File: config.mk
export PLATFORM = sky130hd
export DESIGN_NAME = apb_uart_console_arb_flat
export DESIGN_NICKNAME = d
export VERILOG_FILES = /design/src/rtl/apb_uart_console_arb_if.sv /design/src/rtl/apb_uart_console_arb.sv /design/src/flat_wrapper.sv
export SDC_FILE = /design/constraint.sdc
export NUM_CORES = 1
export LEC_CHECK = 0
export BUFFER_PORTS_ARGS = -buffer_cell sky130_fd_sc_hd__buf_2
export CORE_MARGIN = 8
export CORE_UTILIZATION = 60
export DETAILED_ROUTE_END_ITERATION = 10
export GPL_ROUTABILITY_DRIVEN = 0
export GPL_TIMING_DRIVEN = 0
export PLACE_DENSITY = 0.76
export SYNTH_ARGS = -nofsm -noshare
export SYNTH_HDL_FRONTEND = slang
export SYNTH_SLANG_ARGS = --single-unit
File: constraint.sdc
create_clock -name CLK -period 4.15 [get_ports CLK]
set_clock_uncertainty 0.05 [all_clocks]
set_input_delay 0.2075 -clock CLK [delete_from_list [all_inputs] [get_ports CLK]]
set_output_delay 0.2075 -clock CLK [all_outputs]
set_load 0.02 [all_outputs]
File: src/rtl/apb_uart_console_arb_if.sv
// Bundles the requester byte streams and the APB master bus of apb_uart_console_arb.
// The master modport is the arbiter's view; slave is the view of the surrounding system.
interface apb_uart_console_arb_if #(
    parameter int NUM_REQ        = 2,
    parameter int APB_ADDR_WIDTH = 12
);
    logic [NUM_REQ-1:0]        req_valid_i;
    logic [NUM_REQ*8-1:0]      req_data_i;
    logic [NUM_REQ-1:0]        req_ready_o;
    logic [APB_ADDR_WIDTH-1:0] M_PADDR;
    logic [31:0]               M_PWDATA;
    logic                      M_PWRITE;
    logic                      M_PSEL;
    logic                      M_PENABLE;
    logic [31:0]               M_PRDATA;
    logic                      M_PREADY;
    logic                      M_PSLVERR;
    logic                      busy_o;
    logic                      err_o;

    modport master (
        input  req_valid_i, req_data_i, M_PRDATA, M_PREADY, M_PSLVERR,
        output req_ready_o, M_PADDR, M_PWDATA, M_PWRITE, M_PSEL, M_PENABLE, busy_o, err_o
    );

    modport slave (
        output req_valid_i, req_data_i, M_PRDATA, M_PREADY, M_PSLVERR,
        input  req_ready_o, M_PADDR, M_PWDATA, M_PWRITE, M_PSEL, M_PENABLE, busy_o, err_o
    );
endinterface

File: src/rtl/apb_uart_console_arb.sv
// Line-granular round-robin sharing of one APB 16550-style UART transmitter (LSR poll, THR write).
// Optional UART_ARB_PREFIX_EN: each burst is prefixed with "<grant digit>:".
module apb_uart_console_arb #(
    parameter int          NUM_REQ        = 2,
    parameter int          LINE_DEPTH     = 16,
    parameter int          APB_ADDR_WIDTH = 12,
    parameter int unsigned THR_ADDR       = 0,
    parameter int unsigned LSR_ADDR       = 5
) (
    input logic                    CLK,
    input logic                    RSTN,
    apb_uart_console_arb_if.master bus
);
    localparam int AW = $clog2(LINE_DEPTH);
    localparam int GW = (NUM_REQ > 1) ? $clog2(NUM_REQ) : 1;
    localparam logic [7:0] NL = 8'h0A;

    typedef enum logic [2:0] {IDLE, POLL_S, POLL_A, WR_S, WR_A} state_t;

    state_t             state, state_nx;
    logic [7:0]         mem    [NUM_REQ][LINE_DEPTH];
    logic [AW-1:0]      wr_ptr [NUM_REQ];
    logic [AW-1:0]      rd_ptr [NUM_REQ];
    logic [AW:0]        count  [NUM_REQ];
    logic [AW:0]        nl_cnt [NUM_REQ];
    logic [NUM_REQ-1:0] push, pop, full, eligible, nl_in, nl_out;
    logic [GW-1:0]      grant, rr, pick;
    logic               pick_vld;
    logic [AW:0]        sent;
    logic [7:0]         head, tx_byte;
    logic               xfer_done, last_byte, prefix_active, err_q;
    logic               unused_prdata;

    assign unused_prdata = ^{bus.M_PRDATA[31:6], bus.M_PRDATA[4:0]};
    assign head      = mem[grant][rd_ptr[grant]];
    assign xfer_done = (state == WR_A) && bus.M_PREADY;
    assign last_byte = !prefix_active && ((head == NL) || (sent == (AW+1)'(LINE_DEPTH-1)));

    // Eligibility looks at this cycle's push so a newline can be granted at the edge it arrives.
    always_comb begin
        // NOTE: every combinational output gets a default first, otherwise a latch is inferred.
        push     = '0;
        pop      = '0;
        full     = '0;
        eligible = '0;
        nl_in    = '0;
        nl_out   = '0;
        for (int i = 0; i < NUM_REQ; i++) begin
            full[i]     = (count[i] == (AW+1)'(LINE_DEPTH));
            push[i]     = bus.req_valid_i[i] && !full[i];
            pop[i]      = xfer_done && !prefix_active && (grant == GW'(i));
            nl_in[i]    = push[i] && (bus.req_data_i[8*i +: 8] == NL);
            nl_out[i]   = pop[i] && (head == NL);
            eligible[i] = (nl_cnt[i] != '0) || full[i] || nl_in[i] ||
                          (push[i] && (count[i] == (AW+1)'(LINE_DEPTH-1)));
        end
    end

    assign bus.req_ready_o = ~full;

    // NOTE: line storage has no reset; emptiness is tracked by the reset pointers and counts.
    always_ff @(posedge CLK) begin
        for (int i = 0; i < NUM_REQ; i++)
            if (push[i]) mem[i][wr_ptr[i]] <= bus.req_data_i[8*i +: 8];
    end

    // NOTE: sequential state is updated with non-blocking assignments only.
    always_ff @(posedge CLK or negedge RSTN) begin
        if (!RSTN) begin
            for (int i = 0; i < NUM_REQ; i++) begin
                wr_ptr[i] <= '0;
                rd_ptr[i] <= '0;
                count[i]  <= '0;
                nl_cnt[i] <= '0;
            end
        end else begin
            for (int i = 0; i < NUM_REQ; i++) begin
                if (push[i]) wr_ptr[i] <= wr_ptr[i] + AW'(1);
                if (pop[i])  rd_ptr[i] <= rd_ptr[i] + AW'(1);
                if (push[i] && !pop[i])      count[i] <= count[i] + (AW+1)'(1);
                else if (!push[i] && pop[i]) count[i] <= count[i] - (AW+1)'(1);
                if (nl_in[i] && !nl_out[i])      nl_cnt[i] <= nl_cnt[i] + (AW+1)'(1);
                else if (!nl_in[i] && nl_out[i]) nl_cnt[i] <= nl_cnt[i] - (AW+1)'(1);
            end
        end
    end

    // First eligible buffer at or after rr; descending scan so the smallest offset wins.
    always_comb begin
        pick     = '0;
        pick_vld = 1'b0;
        for (int k = NUM_REQ - 1; k >= 0; k--) begin
            if (eligible[GW'((int'(rr) + k) % NUM_REQ)]) begin
                pick     = GW'((int'(rr) + k) % NUM_REQ);
                pick_vld = 1'b1;
            end
        end
    end

`ifdef UART_ARB_PREFIX_EN
    logic [1:0] pfx;
    assign prefix_active = (pfx != 2'd2);
    assign tx_byte = !prefix_active ? head : (pfx == 2'd0) ? 8'h30 + 8'(grant) : 8'h3A;

    always_ff @(posedge CLK or negedge RSTN) begin
        if (!RSTN)                             pfx <= 2'd2;
        else if (state == IDLE && pick_vld)    pfx <= 2'd0;
        else if (xfer_done && prefix_active)   pfx <= pfx + 2'd1;
    end
`else
    assign prefix_active = 1'b0;
    assign tx_byte       = head;
`endif

    always_ff @(posedge CLK or negedge RSTN) begin
        if (!RSTN) begin
            state <= IDLE;
            grant <= '0;
            rr    <= '0;
            sent  <= '0;
            err_q <= 1'b0;
        end else begin
            state <= state_nx;
            err_q <= xfer_done && bus.M_PSLVERR;
            if (state == IDLE && pick_vld) begin
                grant <= pick;
                sent  <= '0;
            end else if (xfer_done && !prefix_active) begin
                sent <= sent + (AW+1)'(1);
            end
            if (xfer_done && last_byte)
                rr <= (grant == GW'(NUM_REQ - 1)) ? '0 : grant + GW'(1);
        end
    end

    always_comb begin
        state_nx = state;
        case (state)
            IDLE:    if (pick_vld) state_nx = POLL_S;
            POLL_S:  state_nx = POLL_A;
            POLL_A:  if (bus.M_PREADY)
                         state_nx = (bus.M_PRDATA[5] && !bus.M_PSLVERR) ? WR_S : POLL_S;
            WR_S:    state_nx = WR_A;
            WR_A:    if (bus.M_PREADY) state_nx = last_byte ? IDLE : POLL_S;
            default: state_nx = IDLE;
        endcase
    end

    always_comb begin
        bus.busy_o    = (state != IDLE);
        bus.err_o     = err_q;
        bus.M_PSEL    = (state != IDLE);
        bus.M_PENABLE = (state == POLL_A) || (state == WR_A);
        bus.M_PWRITE  = (state == WR_S) || (state == WR_A);
        bus.M_PADDR   = '0;
        bus.M_PWDATA  = '0;
        if (state == POLL_S || state == POLL_A) bus.M_PADDR = APB_ADDR_WIDTH'(LSR_ADDR);
        if (state == WR_S || state == WR_A)     bus.M_PADDR = APB_ADDR_WIDTH'(THR_ADDR);
        if (state != IDLE)                      bus.M_PWDATA = {24'b0, tx_byte};
    end
endmodule

File: src/flat_wrapper.sv
// flat-port wrapper written by rule: the top's interface ports become plain ports
module apb_uart_console_arb_flat 
#(
    parameter int          NUM_REQ        = 2,
    parameter int          LINE_DEPTH     = 16,
    parameter int          APB_ADDR_WIDTH = 12,
    parameter int unsigned THR_ADDR       = 0,
    parameter int unsigned LSR_ADDR       = 5
)
  (CLK, RSTN, bus_req_valid_i, bus_req_data_i, bus_M_PRDATA, bus_M_PREADY, bus_M_PSLVERR, bus_req_ready_o, bus_M_PADDR, bus_M_PWDATA, bus_M_PWRITE, bus_M_PSEL, bus_M_PENABLE, bus_busy_o, bus_err_o);
  apb_uart_console_arb_if #(.NUM_REQ(NUM_REQ), .APB_ADDR_WIDTH(APB_ADDR_WIDTH)) bus_i ();
  input logic CLK;
  input logic RSTN;
  input wire logic [$bits(bus_i.req_valid_i)-1:0] bus_req_valid_i;
  input wire logic [$bits(bus_i.req_data_i)-1:0] bus_req_data_i;
  input wire logic [$bits(bus_i.M_PRDATA)-1:0] bus_M_PRDATA;
  input wire logic [$bits(bus_i.M_PREADY)-1:0] bus_M_PREADY;
  input wire logic [$bits(bus_i.M_PSLVERR)-1:0] bus_M_PSLVERR;
  output wire logic [$bits(bus_i.req_ready_o)-1:0] bus_req_ready_o;
  output wire logic [$bits(bus_i.M_PADDR)-1:0] bus_M_PADDR;
  output wire logic [$bits(bus_i.M_PWDATA)-1:0] bus_M_PWDATA;
  output wire logic [$bits(bus_i.M_PWRITE)-1:0] bus_M_PWRITE;
  output wire logic [$bits(bus_i.M_PSEL)-1:0] bus_M_PSEL;
  output wire logic [$bits(bus_i.M_PENABLE)-1:0] bus_M_PENABLE;
  output wire logic [$bits(bus_i.busy_o)-1:0] bus_busy_o;
  output wire logic [$bits(bus_i.err_o)-1:0] bus_err_o;
  assign bus_i.req_valid_i = bus_req_valid_i;
  assign bus_i.req_data_i = bus_req_data_i;
  assign bus_i.M_PRDATA = bus_M_PRDATA;
  assign bus_i.M_PREADY = bus_M_PREADY;
  assign bus_i.M_PSLVERR = bus_M_PSLVERR;
  assign bus_req_ready_o = bus_i.req_ready_o;
  assign bus_M_PADDR = bus_i.M_PADDR;
  assign bus_M_PWDATA = bus_i.M_PWDATA;
  assign bus_M_PWRITE = bus_i.M_PWRITE;
  assign bus_M_PSEL = bus_i.M_PSEL;
  assign bus_M_PENABLE = bus_i.M_PENABLE;
  assign bus_busy_o = bus_i.busy_o;
  assign bus_err_o = bus_i.err_o;
  apb_uart_console_arb #(.NUM_REQ(NUM_REQ), .LINE_DEPTH(LINE_DEPTH), .APB_ADDR_WIDTH(APB_ADDR_WIDTH), .THR_ADDR(THR_ADDR), .LSR_ADDR(LSR_ADDR)) u_core (.CLK(CLK), .RSTN(RSTN), .bus(bus_i));
endmodule
==> flow_summary.html, run 1 <==
<table>
<tr><th>Metric</th><th>Value</th></tr>
<tr><th colspan="2">Status</th></tr>
<tr><td>Result of the run</td><td>complete, no violations</td></tr>
<tr><th colspan="2">Placed design</th></tr>
<tr><td>Port bufs</td><td>39</td></tr>
<tr><td>Sum of net half-perimeters after detailed placement</td><td>20,800 um</td></tr>
<tr><th colspan="2">Routing</th></tr>
<tr><td>Vias per cell</td><td>~6.0</td></tr>
<tr><td>Detailed-route DRC error count</td><td>0</td></tr>
<tr><td>Post-Route WL</td><td>30,800 um</td></tr>
<tr><td>First DRT Iteration DRCs</td><td>1,010</td></tr>
<tr><td>Number of vias after detailed routing</td><td>7,696</td></tr>
<tr><td>Routed wire per std cell</td><td>between 20 and 25 um</td></tr>
<tr><td>Pre-Repair DR Iteration Count</td><td>5</td></tr>
<tr><td>ANT nets after route</td><td>0</td></tr>
<tr><th colspan="2">STA</th></tr>
<tr><td>Number of endpoints with negative hold slack in the final report</td><td>0</td></tr>
<tr><td>Pins Over Slew Limit</td><td>0</td></tr>
<tr><td>Period Utilization, post-route</td><td>0.978</td></tr>
<tr><td>Shortest clock period the worst path allows after layout</td><td>4.06 ns</td></tr>
<tr><td>Highest clock frequency the design can meet</td><td>0.246 GHz</td></tr>
<tr><td>Setup total negative slack</td><td>0 ns</td></tr>
<tr><td>Transition time of the tightest slew-check pin</td><td>1.28 ns</td></tr>
<tr><td>Rel. slew slack</td><td>0.137</td></tr>
<tr><td>Total setup violations reported at the end of the flow</td><td>0</td></tr>
<tr><th colspan="2">Clocking</th></tr>
<tr><td>Skew-Pair Late Insertion Delay</td><td>0.54 ns</td></tr>
<tr><td>Inserted Clock Buffers</td><td>29</td></tr>
<tr><td>Clock tree from TritonCTS</td><td>done</td></tr>
<tr><td>Buffer cell driving the clock tree root</td><td>clkbuf_16</td></tr>
<tr><td>Clock Path Buffers</td><td>3</td></tr>
<tr><td>Clk slew on worst S/H paths</td><td>0.06 ns</td></tr>
<tr><td>Num Clock Sinks</td><td>between 200 and 300</td></tr>
<tr><td>CTS H-Tree Depth</td><td>1</td></tr>
<tr><th colspan="2">Synth</th></tr>
<tr><td>Number of instances in the synthesized netlist</td><td>~860</td></tr>
<tr><td>Yosys top cell area share</td><td>0.590</td></tr>
<tr><td>Prevailing post-synth register cell</td><td>edfxtp_1</td></tr>
<tr><td>Count of cell types in the netlist</td><td>67</td></tr>
<tr><td>Sequential-to-total area share from yosys stat</td><td>0.671</td></tr>
<tr><td>Syn Area/Cell</td><td>15.2 um^2</td></tr>
<tr><td>Cell types with the largest area share after synthesis</td><td>edfxtp_1 59%, dfrtp_1 8.1%, mux4_2 5.0%</td></tr>
<tr><td>Async SR Flop Fraction</td><td>0.141</td></tr>
<tr><td>Flops &amp; latches, synth</td><td>298</td></tr>
<tr><td>Number of enable-type register cells in the synthesized netlist</td><td>256</td></tr>
<tr><td>Library cell occupying the most area in the post-synthesis netlist</td><td>edfxtp_1</td></tr>
<tr><td>Total standard cell area after synthesis</td><td>0.0130 mm^2</td></tr>
<tr><td>Synthesis warning total</td><td>0</td></tr>
<tr><th colspan="2">Floorplanning</th></tr>
<tr><td>Die footprint</td><td>0.0267 mm^2</td></tr>
<tr><td>Starting density of the core</td><td>0.604</td></tr>
<tr><td>Number of top-level pins</td><td>around 110</td></tr>
<tr><td>Die W</td><td>163 um</td></tr>
<tr><td>Vert. Die Dim</td><td>163 um</td></tr>
<tr><td>Core area</td><td>0.0216 mm^2</td></tr>
<tr><td>Core Rows</td><td>54</td></tr>
<tr><th colspan="2">Worst setup path</th></tr>
<tr><td>Critical Path Fanout Max</td><td>10</td></tr>
<tr><td>Element type at the critical path end</td><td>flop</td></tr>
<tr><td>Worst R2R End</td><td>u_core.nl_cnt[9]$_DFFE_PN0P_</td></tr>
<tr><td>Critical register-to-register path startpoint</td><td>u_core.grant$_DFFE_PN0P_</td></tr>
<tr><td>Cell seen most often among critical-path stages</td><td>buf_12</td></tr>
<tr><td>Path type of the worst setup path</td><td>flop to flop</td></tr>
<tr><td>Chain of cells forming the critical path</td><td>mux2i_4, buf_12, buf_12, buf_12, mux4_2, o22ai_1, a31oi_1, o311ai_1, and4bb_1, nand4_1, ha_2, inv_2, ha_1, a21o_1, a21oi_2, xnor2_1, nor2_1, xor2_1</td></tr>
<tr><td>Data required, critical path</td><td>4.52 ns</td></tr>
<tr><td>Crit path launch type</td><td>flop</td></tr>
<tr><td>Worst reg-to-reg path cell count</td><td>18</td></tr>
<tr><td>Worst setup endpoint</td><td>u_core.nl_cnt[9]$_DFFE_PN0P_</td></tr>
<tr><td>Slowest CP cell</td><td>dfrtp_2</td></tr>
<tr><td>Timing startpoint of the critical path</td><td>u_core.grant$_DFFE_PN0P_</td></tr>
<tr><td>CP peak stage delay</td><td>roughly 0.43 ns</td></tr>
<tr><td>Data arrival time at the worst-slack endpoint</td><td>4.43 ns</td></tr>
<tr><td>R2R setup slack</td><td>0.09 ns</td></tr>
<tr><th colspan="2">Flow run</th></tr>
<tr><td>Max Cap Viol</td><td>0</td></tr>
<tr><th colspan="2">Global routing</th></tr>
<tr><td>Global-route wire length before repair</td><td>45,700 um</td></tr>
<tr><td>Maximum number of pins on one net before global-route repair</td><td>43</td></tr>
<tr><td>Antenna violations before repair</td><td>0</td></tr>
<tr><td>Overall track demand over capacity in global routing</td><td>0.230</td></tr>
<tr><td>Global route total overflow</td><td>0</td></tr>
<tr><td>Via count of the first global-routing pass</td><td>approximately 7,600</td></tr>
<tr><th colspan="2">Finish</th></tr>
<tr><td>Commonest cells after routing, fill and taps aside</td><td>256 x edfxtp_1, 61 x nand2_1, 56 x nor2_1</td></tr>
<tr><td>Leading cell type in the layout, fill and taps excluded</td><td>edfxtp_1</td></tr>
<tr><td>Register area</td><td>between 0.008 and 0.009 mm^2</td></tr>
<tr><td>Total of fill cells in the finished design</td><td>1,371</td></tr>
<tr><td>Final design utilization</td><td>0.701</td></tr>
<tr><td># diodes</td><td>0</td></tr>
<tr><td>Combined area of the multi-input logic cells</td><td>around 0.004 mm^2</td></tr>
<tr><td>Layout-stage area growth over the synthesis result</td><td>16.0%</td></tr>
<tr><td>Post-layout net count</td><td>1,061</td></tr>
<tr><td>Ratio of cells with drive above 1 in the final layout</td><td>0.234</td></tr>
<tr><th colspan="2">Pwr</th></tr>
<tr><td>Power Density</td><td>625 mW/mm^2</td></tr>
<tr><td>Leak</td><td>around 5.6 nW</td></tr>
<tr><td>Peak VDD IR</td><td>263 uV</td></tr>
<tr><th colspan="2">Min path</th></tr>
<tr><td>Type of the worst min-delay path</td><td>input pin to flop</td></tr>
</table>
routing by layer:
metal / track usage / part of all wire / up-vias
li1: - / - / 3430
met1: 0.299 / 0.38 / 3790
met2: 0.376 / 0.49 / 406
met3: 0.0496 / 0.10 / 70
met4: 0.0813 / 0.029 / 0
met5: 0 / 0 / -
per-stage QoR:
step | std cells | hold slack, ns | instance area (um^2) | total power [mW] | setup WS (ns)
global route | 1281 | 0.0127 | 15100 | 9.82 | -0.0837
global placement | 1207 | 0.381 | 13700 | 6.47 | -0.689
detailed placement | 1208 | 0.384 | 13700 | 6.53 | -0.689
floorplan | 888 | -0.138 | 13100 | 5.67 | 0.566
CTS | 1275 | 0.00478 | 15000 | 9.36 | 0.00357
finish | 1281 | 0.0173 | 15100 | 9.45 | 0.0904
layout make-up:
type / count / area share
buffer: 77 / 0.0377
clock buffer: 35 / 0.0509
clock inverter: 17 / 0.0127
inverter: 11 / 0.00273
multi-input combinational: 499 / 0.266
sequential: 298 / 0.579
tap: 280 / 0.0232
timing repair buffer: 64 / 0.0278
state kept, by name, indices dropped and copies added (netlist names):
| signal | cells |
|---|---|
| u_core.bus.err_o | 1 |
| u_core.count | 10 |
| u_core.grant | 1 |
| u_core.mem | 256 |
| u_core.nl_cnt | 5 |
| u_core.rd_ptr | 8 |
| u_core.rr | 1 |
| u_core.sent | 5 |
| u_core.state | 3 |
| u_core.wr_ptr | 8 |
power by group:
part	internal [mW]	leakage [nW]	switching, mW
Sequential	3.64	2.85	0.177
Combinational	1.21	2.28	1.78
Clock	1.56	0.465	1.07
Total	6.42	5.59	3.03
synth_stat cells, types with 14 or more instances:
cell type  count
edfxtp_1     256
nand2_1       61
nor2_1        57
mux2i_1       55
dfrtp_1       42
buf_4         39
mux4_2        29
ha_1          24
xnor2_1       22
a21oi_1       20
clkbuf_1      18
nand2b_1      18
o21ai_0       15
nand3_1       14
worst min-delay path by stage:
stage / startpoint / end / depth (start not counted)
finish: bus_req_data_i[12] / u_core.mem[1][100]$_DFFE_PP_ / 1
CTS: bus_req_data_i[15] / u_core.mem[1][103]$_DFFE_PP_ / 1
global route: bus_req_data_i[15] / u_core.mem[1][127]$_DFFE_PP_ / 1
floorplan: RSTN / u_core.bus.err_o$_DFF_PN0_ / 0
global placement: bus_M_PSLVERR / u_core.bus.err_o$_DFF_PN0_ / 2
detailed placement: bus_M_PSLVERR / u_core.bus.err_o$_DFF_PN0_ / 2
logic make-up after synthesis:
kind of cell,Yosys count,synth area share
flops,298,0.671
xor+xnor,31,0.0208
buf+inv,91,0.0429
fa+ha+maj,27,0.0277
simple gates,214,0.0810
mux,99,0.107
other cells,1,0.000288
compound gates,94,0.0498
timing repair:
| item | CTS | global route |
|---|---|---|
| hold buffers | 6 | 0 |
| resized for setup | 33 | 23 |
| hold endpoints to repair | 61 | 0 |
| setup endpoints to repair | 5 | 2 |
| setup buffers | 9 | 6 |
| pin swaps | 4 | 6 |
worst max-delay path: cells and delay by family (launching register included):
kind            cells  cell delay (ns)
fa+ha+maj           2             0.51
buf+inv             4             0.55
simple gates        3             0.55
flops               1             0.43
xor+xnor            2             0.29
mux                 2             0.51
compound gates      5             1.04
No activity file was read; power rests on OpenSTA's default activity.
==> run 2, diff against run 1 <==
--- a/config.mk
+++ b/config.mk
@@ -6,6 +6,7 @@
 export NUM_CORES = 1
 export LEC_CHECK = 0
 export BUFFER_PORTS_ARGS = -buffer_cell sky130_fd_sc_hd__buf_2
+export CORE_ASPECT_RATIO = 0.5
 export CORE_MARGIN = 8
 export CORE_UTILIZATION = 60
 export DETAILED_ROUTE_END_ITERATION = 10
==> flow_summary.html, run 2 (synthesis gave the netlist of run 1 again) <==
<table>
<tr><th>Metric</th><th>Value</th></tr>
<tr><th colspan="2">Status</th></tr>
<tr><td>Result of the run</td><td>complete, no violations (unchanged)</td></tr>
<tr><th colspan="2">STA</th></tr>
<tr><td>Rel. slew slack</td><td>0.142 (was 0.137)</td></tr>
<tr><td>Total setup violations reported at the end of the flow</td><td>0 (unchanged)</td></tr>
<tr><td>Worst slack on hold paths</td><td>0.0207 ns (was 0.0173 ns)</td></tr>
<tr><td>Highest clock frequency the design can meet</td><td>0.243 GHz (was 0.246 GHz)</td></tr>
<tr><td>Period Utilization, post-route</td><td>0.993 (was 0.978)</td></tr>
<tr><td>Transition time of the tightest slew-check pin</td><td>1.28 ns (about the same)</td></tr>
<tr><td>Shortest clock period the worst path allows after layout</td><td>4.12 ns (was 4.06 ns)</td></tr>
<tr><td>Number of endpoints with negative hold slack in the final report</td><td>0 (unchanged)</td></tr>
<tr><td>Pins Over Slew Limit</td><td>0 (unchanged)</td></tr>
<tr><th colspan="2">Global routing</th></tr>
<tr><td>Via count of the first global-routing pass</td><td>7,536 (was 7,595)</td></tr>
<tr><td>Global-route wire length before repair</td><td>47,100 um (was 45,700 um)</td></tr>
<tr><td>Fraction of met1 tracks used by global routing</td><td>0.337 (was 0.299)</td></tr>
<tr><td>Global route total overflow</td><td>0 (unchanged)</td></tr>
<tr><td>Maximum number of pins on one net before global-route repair</td><td>43 (unchanged)</td></tr>
<tr><td>Antenna violations before repair</td><td>0 (unchanged)</td></tr>
<tr><td>Overall track demand over capacity in global routing</td><td>0.232 (was 0.230)</td></tr>
<tr><td>Most used routing layer</td><td>met2 (unchanged)</td></tr>
<tr><td>Met2 capacity usage during global routing</td><td>0.359 (was 0.376)</td></tr>
<tr><td>Met3 track demand over resource in global routing</td><td>0.0430 (was 0.0496)</td></tr>
<tr><th colspan="2">Floorplanning</th></tr>
<tr><td>Die footprint</td><td>0.0270 mm^2 (was 0.0267 mm^2)</td></tr>
<tr><td>Vert. Die Dim</td><td>120 um (was 163 um)</td></tr>
<tr><td>Die W</td><td>224 um (was 163 um)</td></tr>
<tr><td>Core Rows</td><td>38 (was 54)</td></tr>
<tr><td>Number of top-level pins</td><td>105 (unchanged)</td></tr>
<tr><td>Core area</td><td>0.0215 mm^2 (was 0.0216 mm^2)</td></tr>
<tr><td>Starting density of the core</td><td>0.606 (was 0.604)</td></tr>
<tr><th colspan="2">Worst setup path</th></tr>
<tr><td>Critical Path Fanout Max</td><td>10 (unchanged)</td></tr>
<tr><td>Element type at the critical path end</td><td>flop (unchanged)</td></tr>
<tr><td>Category of cells accounting for the largest share of critical-path delay</td><td>compound AO/OA/AOI/OAI gates (unchanged)</td></tr>
<tr><td>Data arrival time at the worst-slack endpoint</td><td>4.48 ns (was 4.43 ns)</td></tr>
<tr><td>Data required, critical path</td><td>4.51 ns (was 4.52 ns)</td></tr>
<tr><td>Chain of cells forming the critical path</td><td>buf_6, buf_6, buf_2, a211oi_1, a21oi_1, a2111oi_2, nor4_4, and4bb_1, nand4_1, ha_2, inv_4, ha_4, a21o_1, a21oi_2, xnor2_1, nor2_1, xor2_1 (was mux2i_4, buf_12, buf_12, buf_12, mux4_2, o22ai_1, a31oi_1, o311ai_1, and4bb_1, nand4_1, ha_2, inv_2, ha_1, a21o_1, a21oi_2, xnor2_1, nor2_1, xor2_1)</td></tr>
<tr><td>Cell seen most often among critical-path stages</td><td>buf_6 (was buf_12)</td></tr>
<tr><td>Crit path launch type</td><td>flop (unchanged)</td></tr>
<tr><td>CP peak stage delay</td><td>0.49 ns (was 0.43 ns)</td></tr>
<tr><td>Slowest CP cell</td><td>a2111oi_2 (was dfrtp_2)</td></tr>
<tr><td>Path type of the worst setup path</td><td>flop to flop (unchanged)</td></tr>
<tr><td>Crit path buf inv count</td><td>4 (unchanged)</td></tr>
<tr><th colspan="2">Clocking</th></tr>
<tr><td>CTS H-Tree Depth</td><td>1 (unchanged)</td></tr>
<tr><td>Clock tree from TritonCTS</td><td>done (unchanged)</td></tr>
<tr><td>Clock Path Buffers</td><td>3 (unchanged)</td></tr>
<tr><td>Skew-Pair Late Insertion Delay</td><td>0.53 ns (was 0.54 ns)</td></tr>
<tr><td>Num Clock Sinks</td><td>298 (unchanged)</td></tr>
<tr><td>Buffer cell driving the clock tree root</td><td>clkbuf_16 (unchanged)</td></tr>
<tr><td>Inserted Clock Buffers</td><td>26 (was 29)</td></tr>
<tr><td>Clk slew on worst S/H paths</td><td>0.07 ns (was 0.06 ns)</td></tr>
<tr><th colspan="2">Finish</th></tr>
<tr><td>Final design utilization</td><td>0.697 (was 0.701)</td></tr>
<tr><td>Post-route non-filler standard cell count</td><td>1,288 (was 1,281)</td></tr>
<tr><td>Commonest cells after routing, fill and taps aside</td><td>256 x edfxtp_1, 61 x nand2_1, 56 x nor2_1 (unchanged)</td></tr>
<tr><td>Ratio of cells with drive above 1 in the final layout</td><td>0.228 (was 0.234)</td></tr>
<tr><td>Layout-stage area growth over the synthesis result</td><td>15.1% (was 16.0%)</td></tr>
<tr><td># diodes</td><td>0 (unchanged)</td></tr>
<tr><td>Leading cell type in the layout, fill and taps excluded</td><td>edfxtp_1 (unchanged)</td></tr>
<tr><td>Post-layout net count</td><td>1,049 (was 1,061)</td></tr>
<tr><td>Number of flip-flops under the largest register name</td><td>256 (unchanged)</td></tr>
<tr><th colspan="2">Placed design</th></tr>
<tr><td>Sum of net half-perimeters after detailed placement</td><td>21,200 um (was 20,800 um)</td></tr>
<tr><td>Dpl cells</td><td>1,227 (was 1,208)</td></tr>
<tr><td>Port bufs</td><td>39 (unchanged)</td></tr>
<tr><th colspan="2">Routing</th></tr>
<tr><td>Routed wire per std cell</td><td>24.7 um (was 24.0 um)</td></tr>
<tr><td>Vias per cell</td><td>6.18 (was 6.01)</td></tr>
<tr><td>Pre-Repair DR Iteration Count</td><td>5 (unchanged)</td></tr>
<tr><td>Post-Route WL</td><td>31,900 um (was 30,800 um)</td></tr>
<tr><td>Detailed-route DRC error count</td><td>0 (unchanged)</td></tr>
<tr><td>Number of vias after detailed routing</td><td>7,957 (was 7,696)</td></tr>
<tr><td>First DRT Iteration DRCs</td><td>1,034 (was 1,010)</td></tr>
<tr><td>ANT nets after route</td><td>0 (unchanged)</td></tr>
<tr><th colspan="2">Min path</th></tr>
<tr><td>Type of the worst min-delay path</td><td>input pin to flop (unchanged)</td></tr>
<tr><th colspan="2">Pwr</th></tr>
<tr><td>Total chip power</td><td>9.41 mW (was 9.45 mW)</td></tr>
<tr><td>Power Density</td><td>628 mW/mm^2 (was 625 mW/mm^2)</td></tr>
<tr><td>Leak</td><td>5.53 nW (was 5.59 nW)</td></tr>
<tr><td>Peak VDD IR</td><td>354 uV (was 263 uV)</td></tr>
<tr><th colspan="2">Flow run</th></tr>
<tr><td>Max Cap Viol</td><td>0 (unchanged)</td></tr>
</table>
## run 2: cell types whose count changed in the layout (fill, tap and decap cells not counted), moves of 3 or more
cell,change
buf_12,-3
buf_4,-3
buf_6,+3
clkbuf_4,-3
dlygate4sd3_1,-3
mux2i_2,+3
## run 2: what timing repair did
action                                  CTS  global route
resized for setup                        35            18
endpoints found under the setup margin    4             2
setup buffers                            10             2
cloned                                    1             0
hold buffers                              3             0
pin swaps                                 3             7
hold endpoints to repair                 45             0
## run 2: power by group
part           switching (mW)  internal, mW  total, mW
clock                    1.06          1.50       2.56
sequential              0.177          3.64       3.82
combinational            1.83          1.21       3.03
total                    3.06          6.35       9.41
## run 2: area by class of cell
| cell class | instances | area [um^2] |
|---|---|---|
| Sequential cell | 298 | 8740 |
| Fill cell | 1407 | 6500 |
| Multi-Input combinational cell | 499 | 4000 |
| Clock buffer | 30 | 687 |
| Buffer | 77 | 561 |
| Tap cell | 300 | 375 |
| Timing Repair Buffer | 55 | 364 |
| Clock inverter | 18 | 210 |
| Inverter | 11 | 43.8 |
## run 2: path summary, 6_finish.rpt
path,startpoint,endpoint,slack (ns),depth (start not counted)
min reg2reg,u_core.nl_cnt[9]$_DFFE_PN0P_,u_core.nl_cnt[9]$_DFFE_PN0P_,0.42,1
max in group asynchronous,RSTN,u_core.rd_ptr[4]$_DFFE_PN0P_,2.96,2
max,u_core.grant$_DFFE_PN0P_,u_core.nl_cnt[9]$_DFFE_PN0P_,0.03,17
min,bus_req_data_i[14],u_core.mem[1][78]$_DFFE_PP_,0.02,1
min in group asynchronous,RSTN,u_core.wr_ptr[2]$_DFFE_PN0P_,0.34,2
max reg2reg,u_core.grant$_DFFE_PN0P_,u_core.nl_cnt[9]$_DFFE_PN0P_,0.03,17
## run 2: per-layer routing
metal  wire [um]  vias to the layer above
met2       14400                      532
met3        3610                       74
li1            -                     3411
met5           0                        -
met4         879                        0
met1       13000                     3940
## run 2: through the flow
| step | setup WS (ns) | setup TNS, ns | instance area (um^2) |
|---|---|---|---|
| 3_5_place_dp | -0.552 | -1.30 | 13700 |
| 4_1_cts | 0.00686 | 0 | 14900 |
| 5_1_grt | -0.0194 | -0.0194 | 15000 |
| 2_1_floorplan | 0.566 | 0 | 13100 |
| 6_report | 0.0301 | 0 | 15000 |
| 3_3_place_gp | -0.509 | -1.08 | 13700 |
## run 2: worst reg2reg max path: stages (launching register included)
cell and delay [ns]:
dfrtp_2 0.45, buf_6 0.17, buf_6 0.15, buf_2 0.20, a211oi_1 0.43, a21oi_1 0.13
a2111oi_2 0.49, nor4_4 0.11, and4bb_1 0.37, nand4_1 0.21, ha_2 0.30, inv_4 0.08
ha_4 0.21, a21o_1 0.19, a21oi_2 0.14, xnor2_1 0.12, nor2_1 0.06, xor2_1 0.14
